$ cat src/rtl/four_bit_dff_down_counter_syn_clock_pkg.sv
// Shared definitions for the DFF-based synchronous down counter:
// state encoding and default counter width.
`ifndef FOUR_BIT_DFF_DOWN_COUNTER_SYN_CLOCK_PKG_SV
`define FOUR_BIT_DFF_DOWN_COUNTER_SYN_CLOCK_PKG_SV

package four_bit_dff_down_counter_syn_clock_pkg;

    localparam int unsigned DEFAULT_WIDTH = 4;

    typedef enum logic {
        ST_RUN  = 1'b0,
        ST_DONE = 1'b1
    } state_t;

endpackage

`endif

$ cat src/rtl/four_bit_dff_down_counter_syn_clock_if.sv
// Control/status bundle of the down counter; clock and reset stay plain ports.
interface four_bit_dff_down_counter_syn_clock_if
    import four_bit_dff_down_counter_syn_clock_pkg::*;
#(
    parameter int unsigned WIDTH = DEFAULT_WIDTH
) ();

    logic             En;
    logic             Load;
    logic [WIDTH-1:0] LoadVal;
    logic             OneShot;
    logic [WIDTH-1:0] count;
    logic             Zero;
    logic             Borrow;
    logic             Busy;

    modport master (
        output En, Load, LoadVal, OneShot,
        input  count, Zero, Borrow, Busy
    );

    modport slave (
        input  En, Load, LoadVal, OneShot,
        output count, Zero, Borrow, Busy
    );

endinterface

$ cat src/rtl/four_bit_dff_down_counter_syn_clock_dff.sv
// Positive-edge D flip-flop with synchronous active-high clear to a
// configurable value; the single storage primitive of the counter.
module d_flip_flop_pos_clk_syn_rst #(
    parameter logic RESET_VAL = 1'b0
) (
    input  logic D,
    input  logic Clk,
    input  logic Clr,
    output logic Q,
    output logic Qbar
);

    always_ff @(posedge Clk) begin
        if (Clr) begin
            Q <= RESET_VAL;
        end else begin
            Q <= D;
        end
    end

    assign Qbar = ~Q;

endmodule

$ cat src/rtl/four_bit_dff_down_counter_syn_clock.sv
// Synchronous down counter with load, enable, wrap/one-shot mode and a
// registered borrow pulse; every state bit is a d_flip_flop_pos_clk_syn_rst.
module four_bit_dff_down_counter_syn_clock
    import four_bit_dff_down_counter_syn_clock_pkg::*;
#(
    parameter int unsigned WIDTH = DEFAULT_WIDTH
) (
    input  logic Clk,
    input  logic Clr,
    four_bit_dff_down_counter_syn_clock_if.slave bus
);

    localparam logic [WIDTH-1:0] MAX = '1;

    logic [WIDTH-1:0] cnt_q;
    logic [WIDTH-1:0] cnt_qbar;
    logic [WIDTH-1:0] cnt_d;
    logic             state_bit;
    logic             state_bit_n;
    state_t           state_q;
    state_t           state_d;
    logic             borrow_q;
    logic             borrow_d;
    logic             unused_borrow_n;

    // Count flops preset to MAX on Clr; state and borrow clear to RUN / 0.
    for (genvar i = 0; i < WIDTH; i++) begin : g_cnt
        d_flip_flop_pos_clk_syn_rst #(.RESET_VAL(1'b1)) u_cnt (
            .D    (cnt_d[i]),
            .Clk  (Clk),
            .Clr  (Clr),
            .Q    (cnt_q[i]),
            .Qbar (cnt_qbar[i])
        );
    end

    d_flip_flop_pos_clk_syn_rst #(.RESET_VAL(ST_RUN)) u_state (
        .D    (state_d),
        .Clk  (Clk),
        .Clr  (Clr),
        .Q    (state_bit),
        .Qbar (state_bit_n)
    );

    d_flip_flop_pos_clk_syn_rst #(.RESET_VAL(1'b0)) u_borrow (
        .D    (borrow_d),
        .Clk  (Clk),
        .Clr  (Clr),
        .Q    (borrow_q),
        .Qbar (unused_borrow_n)
    );

    // Next-state: Load beats En; DONE only leaves through Load or Clr.
    always_comb begin
        state_q  = state_t'(state_bit);
        cnt_d    = cnt_q;
        state_d  = state_q;
        borrow_d = 1'b0;
        if (bus.Load) begin
            cnt_d   = bus.LoadVal;
            state_d = ST_RUN;
        end else if (state_q == ST_RUN && bus.En) begin
            if (cnt_q != '0) begin
                cnt_d = cnt_q - WIDTH'(1);
            end else if (!bus.OneShot) begin
                cnt_d    = MAX;
                borrow_d = 1'b1;
            end else begin
                state_d = ST_DONE;
            end
        end
    end

    always_comb begin
        bus.count  = cnt_q;
        bus.Zero   = &cnt_qbar;
        bus.Borrow = borrow_q;
        bus.Busy   = state_bit_n;
    end

endmodule

$ cat src/flat_wrapper.sv
// flat-port wrapper written by rule: the top's interface ports become plain ports
module four_bit_dff_down_counter_syn_clock_flat import four_bit_dff_down_counter_syn_clock_pkg::*;
#(
    parameter int unsigned WIDTH = DEFAULT_WIDTH
)
  (Clk, Clr, bus_En, bus_Load, bus_LoadVal, bus_OneShot, bus_count, bus_Zero, bus_Borrow, bus_Busy);
  four_bit_dff_down_counter_syn_clock_if #(.WIDTH(WIDTH)) bus_i ();
  input  logic Clk;
  input  logic Clr;
  input wire logic [$bits(bus_i.En)-1:0] bus_En;
  input wire logic [$bits(bus_i.Load)-1:0] bus_Load;
  input wire logic [$bits(bus_i.LoadVal)-1:0] bus_LoadVal;
  input wire logic [$bits(bus_i.OneShot)-1:0] bus_OneShot;
  output wire logic [$bits(bus_i.count)-1:0] bus_count;
  output wire logic [$bits(bus_i.Zero)-1:0] bus_Zero;
  output wire logic [$bits(bus_i.Borrow)-1:0] bus_Borrow;
  output wire logic [$bits(bus_i.Busy)-1:0] bus_Busy;
  assign bus_i.En = bus_En;
  assign bus_i.Load = bus_Load;
  assign bus_i.LoadVal = bus_LoadVal;
  assign bus_i.OneShot = bus_OneShot;
  assign bus_count = bus_i.count;
  assign bus_Zero = bus_i.Zero;
  assign bus_Borrow = bus_i.Borrow;
  assign bus_Busy = bus_i.Busy;
  four_bit_dff_down_counter_syn_clock #(.WIDTH(WIDTH)) u_core (.Clk(Clk), .Clr(Clr), .bus(bus_i));
endmodule
$ cat config.mk
export PLATFORM = sky130hd
export DESIGN_NAME = four_bit_dff_down_counter_syn_clock_flat
export DESIGN_NICKNAME = d
export VERILOG_FILES = /design/src/rtl/four_bit_dff_down_counter_syn_clock_pkg.sv /design/src/rtl/four_bit_dff_down_counter_syn_clock_if.sv /design/src/rtl/four_bit_dff_down_counter_syn_clock_dff.sv /design/src/rtl/four_bit_dff_down_counter_syn_clock.sv /design/src/flat_wrapper.sv
export SDC_FILE = /design/constraint.sdc
export NUM_CORES = 1
export LEC_CHECK = 0
export ABC_AREA = 1
export CAP_MARGIN = 0
export CORE_AREA = 2 2 39 41
export CTS_CLUSTER_SIZE = 25
export DETAILED_ROUTE_END_ITERATION = 12
export DIE_AREA = 0 0 41 43
export RECOVER_POWER = 25
export SYNTH_ARGS = -nofsm -noshare
export SYNTH_HDL_FRONTEND = slang
export SYNTH_SLANG_ARGS = --single-unit
$ cat constraint.sdc
create_clock -name Clk -period 1.5 [get_ports Clk]
set_input_delay 0.375 -clock Clk [delete_from_list [all_inputs] [get_ports Clk]]
set_output_delay 0.375 -clock Clk [all_outputs]
set_load 0.05 [all_outputs]
Word-level counts from Yosys, hierarchy flattened
Index checks and enable logic that the tools add are counted.
{"block": "word_totals", "regBits": 6, "input_bits": 9, "wordCells": 28}
{"block": "classes", "add_sub_neg": 1, "n_eq_ne": 1, "mux": 5, "bitwise_logic": 7, "n_reduce_logical": 8}
{"cell": "2-to-1 mux 4 bit", "n": 4}
{"cell": "inverter 1 bit", "n": 7}
{"cell": "AND reduction 4 bit", "n": 1}
{"cell": "nonzero test 4 bit", "n": 1}
{"cell": "OR reduction 4 bit", "n": 1}
{"cell": "subtractor 4 x 1 -> 4 bit (second input constant)", "n": 1}
{"cell": "!= test 3 x 2 -> 1 bit (second input constant)", "n": 1}
{"cell": "AND reduction 3 bit", "n": 1}
{"cell": "AND reduction 2 bit", "n": 1}
{"cell": "nonzero test 2 bit", "n": 1}
{"cell": "OR reduction 2 bit", "n": 1}
{"cell": "logical AND 1 bit", "n": 1}
{"cell": "2-to-1 mux 1 bit", "n": 1}

Depth between registers and ports, before layout
{"block": "logic_depth", "depth_word": 4, "depth_mapped": 8, "depth_no_buf": 8}

Hierarchy
A second synthesis with hierarchy kept.
{"block": "hier_totals", "hier_cells": 85, "hier_area_um2": 451.7}
{"module": "four_bit_dff_down_counter_syn_clock", "n_inst": 1, "cells_each": 57, "area_each_um2": 244.0, "seq_area_each_um2": 0.0}
{"module": "d_flip_flop_pos_clk_syn_rst (u_core.g_cnt[0].u_cnt ...)", "n_inst": 4, "cells_each": 5, "area_each_um2": 35.0, "seq_area_each_um2": 20.0}
{"module": "d_flip_flop_pos_clk_syn_rst (u_core.u_borrow ...)", "n_inst": 2, "cells_each": 4, "area_each_um2": 33.8, "seq_area_each_um2": 20.0}

Least setup slack after synthesis
No wires, ideal clock.
{"block": "synth_timing", "path_type": "reg-to-output", "from": "reg u_core.g_cnt[0].u_cnt.Q", "to": "out bus_Zero", "t_arrival_ps": 938, "required_ps": 1125, "setup_slack_ps": 187, "path_stages_with_launch": 5, "n_path_buf": 0, "cell_sequence": "dfxtp_1 inv_1 ha_1 nand2_2 inv_2"}
{"block": "synth_via", "elab_chain_len": 2}
{"item": "from (decl)", "line": "four_bit_dff_down_counter_syn_clock_dff.sv:9", "rtl": "output logic Q,"}
{"item": "from (signal assigned)", "line": "four_bit_dff_down_counter_syn_clock_dff.sv:15", "rtl": "Q <= RESET_VAL;"}
{"item": "from (signal assigned)", "line": "four_bit_dff_down_counter_syn_clock_dff.sv:17", "rtl": "Q <= D;"}
{"item": "inverter 1 bit", "line": "four_bit_dff_down_counter_syn_clock_dff.sv:21", "rtl": "assign Qbar = ~Q;"}
{"item": "AND reduction 4 bit", "line": "four_bit_dff_down_counter_syn_clock.sv:76", "rtl": "bus.Zero = &cnt_qbar;"}
{"item": "to (decl)", "line": "flat_wrapper.sv:15", "rtl": "output wire logic [$bits(bus_i.Zero)-1:0] bus_Zero;"}
No other way between the ends.

Final worst setup path
Same ends and word-level chain as after synthesis.

==> impl_metrics.ini <==
[die]
core-area_um2 = 1384
dieArea_um2 = 1763
die_y_um = 43
start_util = 0.2920
die_w_um = 41
io_pins = 16
row_count = 14

[timing]
finalHoldViolCount = 0
clock_skew_ps = 8.110
max_freq_mhz = 680.6
tightest_slew_ps = 499.0
fin_crit_ps = 1469
hold_ws_ps = 488.7
max_slew_margin = 0.6668
setup_viol = 0
period_share = 0.9795
slew_violations = 0

[worst_setup_path]
cp_max_fo = 4
r2r_setup_slack_ps = 250
reg2reg_from = u_core.g_cnt[0].u_cnt.Q
worst_ep_arrival_time_ps = 1090
crit_type = reg2out
r2r_end = u_core.g_cnt[0].u_cnt.Q
cp-start-kind = flip-flop
r2r_cells = 7
cp-end-kind = primary output
cp.required_ps = 1120

[drt]
ant_nets = 0
firstDrtPassIters = 4
drc = 0
routed_wl_um = 1044
drtIter0Drc = 7
post_drt_wl_per_cell_um = 10.88
routed_via_density = 4.563
vias = 438

[pwr]
p_per_area_nw_per_um2 = 762.7
p_total_mw = 0.5220
peakVddDrop_uv = 343.1
p_leak_nw = 0.3441

[finish]
drive_gt1_frac = 0.3125
final_cell_area_um2 = 684.4
area.growth.synth_to_final_pct = 69.35
stdcell_count = 96
n_antenna_cell = 0
nets = 92

[clocking]
cts_hold_buf = 0
path_clk_slew_ps = 50
cts-root-buf = clkbuf_4
cts_num_sinks = 6
tritoncts = built
htreeDepth = 1
clk_path_buf_depth = 2
cts_buffers = 3
worstSkewPairLatency_ps = 240

[logic_synthesis]
netlist.area_leader.share = 0.2972
yosys_warnings = 0
ys_types = 17
synth_seq_cells = 6
synth_area_leaders = dfxtp_1, nand2_1, a21oi_1, nand3_1, buf_4
avgSynthCellArea_um2 = 6.625
syn_inst = 61
yosysSeqAreaShare = 0.2972
synth_nets = 71
synth_area_um2 = 404.1
yosysTopAreaCell = dfxtp_1

[grt]
grt_pass1_wl_um = 1442
grt_pass1_vias = 383
grt_usage = 0.1205
antenna_found_initial = 0
grt_max_degree = 6
gr-total-overflow = 0

[place]
dp.final_hpwl_um = 784.1
placed_area_um2 = 644.4
io_buffers = 15
placed_cells = 92
gp_congestion = 0.8268

[worst_hold_path]
hold_start = u_core.u_state.Q
hold_path_depth = 2
min_path_type = reg2reg
hold_end = u_core.u_state.Q

[run]
drv_cap = 0

[status]
status = completed
-- sequential cells by signal (all words and copies together) (netlist names) --
| register | cells |
|---|---|
| u_core.g_cnt.u_cnt.Q | 4 |
| u_core.u_borrow.Q | 1 |
| u_core.u_state.Q | 1 |
-- worst max path at each step --
stage / to / depth (start not counted) / from
after detailed placement: u_core.g_cnt[3].u_cnt.Q / 7 / bus_Load
after CTS: bus_Zero / 5 / u_core.g_cnt[0].u_cnt.Q
after global routing: bus_Zero / 4 / u_core.g_cnt[2].u_cnt.Q
after floorplan: bus_Zero / 4 / u_core.g_cnt[0].u_cnt.Q
after global placement: u_core.g_cnt[0].u_cnt.Q / 6 / bus_Load
final: bus_Zero / 5 / u_core.g_cnt[0].u_cnt.Q
-- per-stage QoR --
step | utilization | setup TNS [ps] | worst slack [ps]
floorplan | - | 0 | 187.3
CTS | 0.4991 | 0 | 6.993
global route | 0.4946 | -0.06650 | -0.06650
detailed placement | 0.4656 | -5.241 | -5.241
finish | 0.4946 | 0 | 30.79
global placement | 0.4656 | 0 | 23.78
-- cells in the mapped netlist, drive strengths merged --
| master | instances |
|---|---|
| nand3 | 8 |
| nor2 | 6 |
| ha | 1 |
| nand3b | 1 |
| dfxtp | 6 |
| nand4 | 1 |
| a21oi | 7 |
| inv | 9 |
| buf | 4 |
| o21ai | 1 |
| nand2 | 16 |
| nor4 | 1 |
-- per-layer routing --
metal | part of all wire | vias to the layer above | GRT usage | routed length, um
li1 | - | 234 | - | -
met1 | 0.43 | 193 | 0.1318 | 444
met2 | 0.54 | 9 | 0.2000 | 560
met3 | 0.024 | 2 | 0.01571 | 25
met4 | 0.013 | 0 | 0.08000 | 14
met5 | 0 | - | 0 | 0
-- layout by cell type, fill, tap and decap left out, types with 2 or more instances in the layout --
cell type	Yosys	layout
nand3_1	7	7
nand2_4	2	3
buf_4	4	5
nor2_1	5	5
dfxtp_1	6	4
a21oi_1	7	7
nand2_1	13	13
inv_4	0	2
inv_1	7	6
clkdlybuf4s50_1	0	8
buf_12	0	5
clkbuf_4	0	3
-- critical path: stages (launching register included) --
cell,delay [ps]
dfxtp_4,360
inv_4,80
ha_4,160
nand2_4,70
inv_4,60
buf_12,120
-- kinds of logic (layout without fill, tap and decap cells) --
family                     after synthesis  in the layout  share of synthesized area
adders and majority gates                1              1                    0.03095
DFF                                      6              6                     0.2972
AOI/OAI and AO/OA                        8              8                    0.09905
buffers and inverters                   13             32                     0.1579
and+or+nand+nor                         33             33                     0.4149
-- power breakdown --
part / internal, mW / total, mW / switching [mW]
Combinational: 0.0914 / 0.185 / 0.0939
Clock: 0.0907 / 0.151 / 0.0604
Sequential: 0.170 / 0.186 / 0.0154
-- area by class of cell --
class	instances	area, um^2
Sequential cell	6	125.1
Timing Repair Buffer	20	235.2
Fill cell	122	699.4
Clock buffer	3	22.52
Multi-Input combinational cell	42	242.7
Inverter	9	38.79
Tap cell	16	20.02
-- timing repair --
action / CTS / global route
setup buffers: 0 / 1
gates resized for setup: 8 / 3
pin swaps: 0 / 1
setup endpoints to repair: 1 / 1
Power figures use the tool's default switching activity.
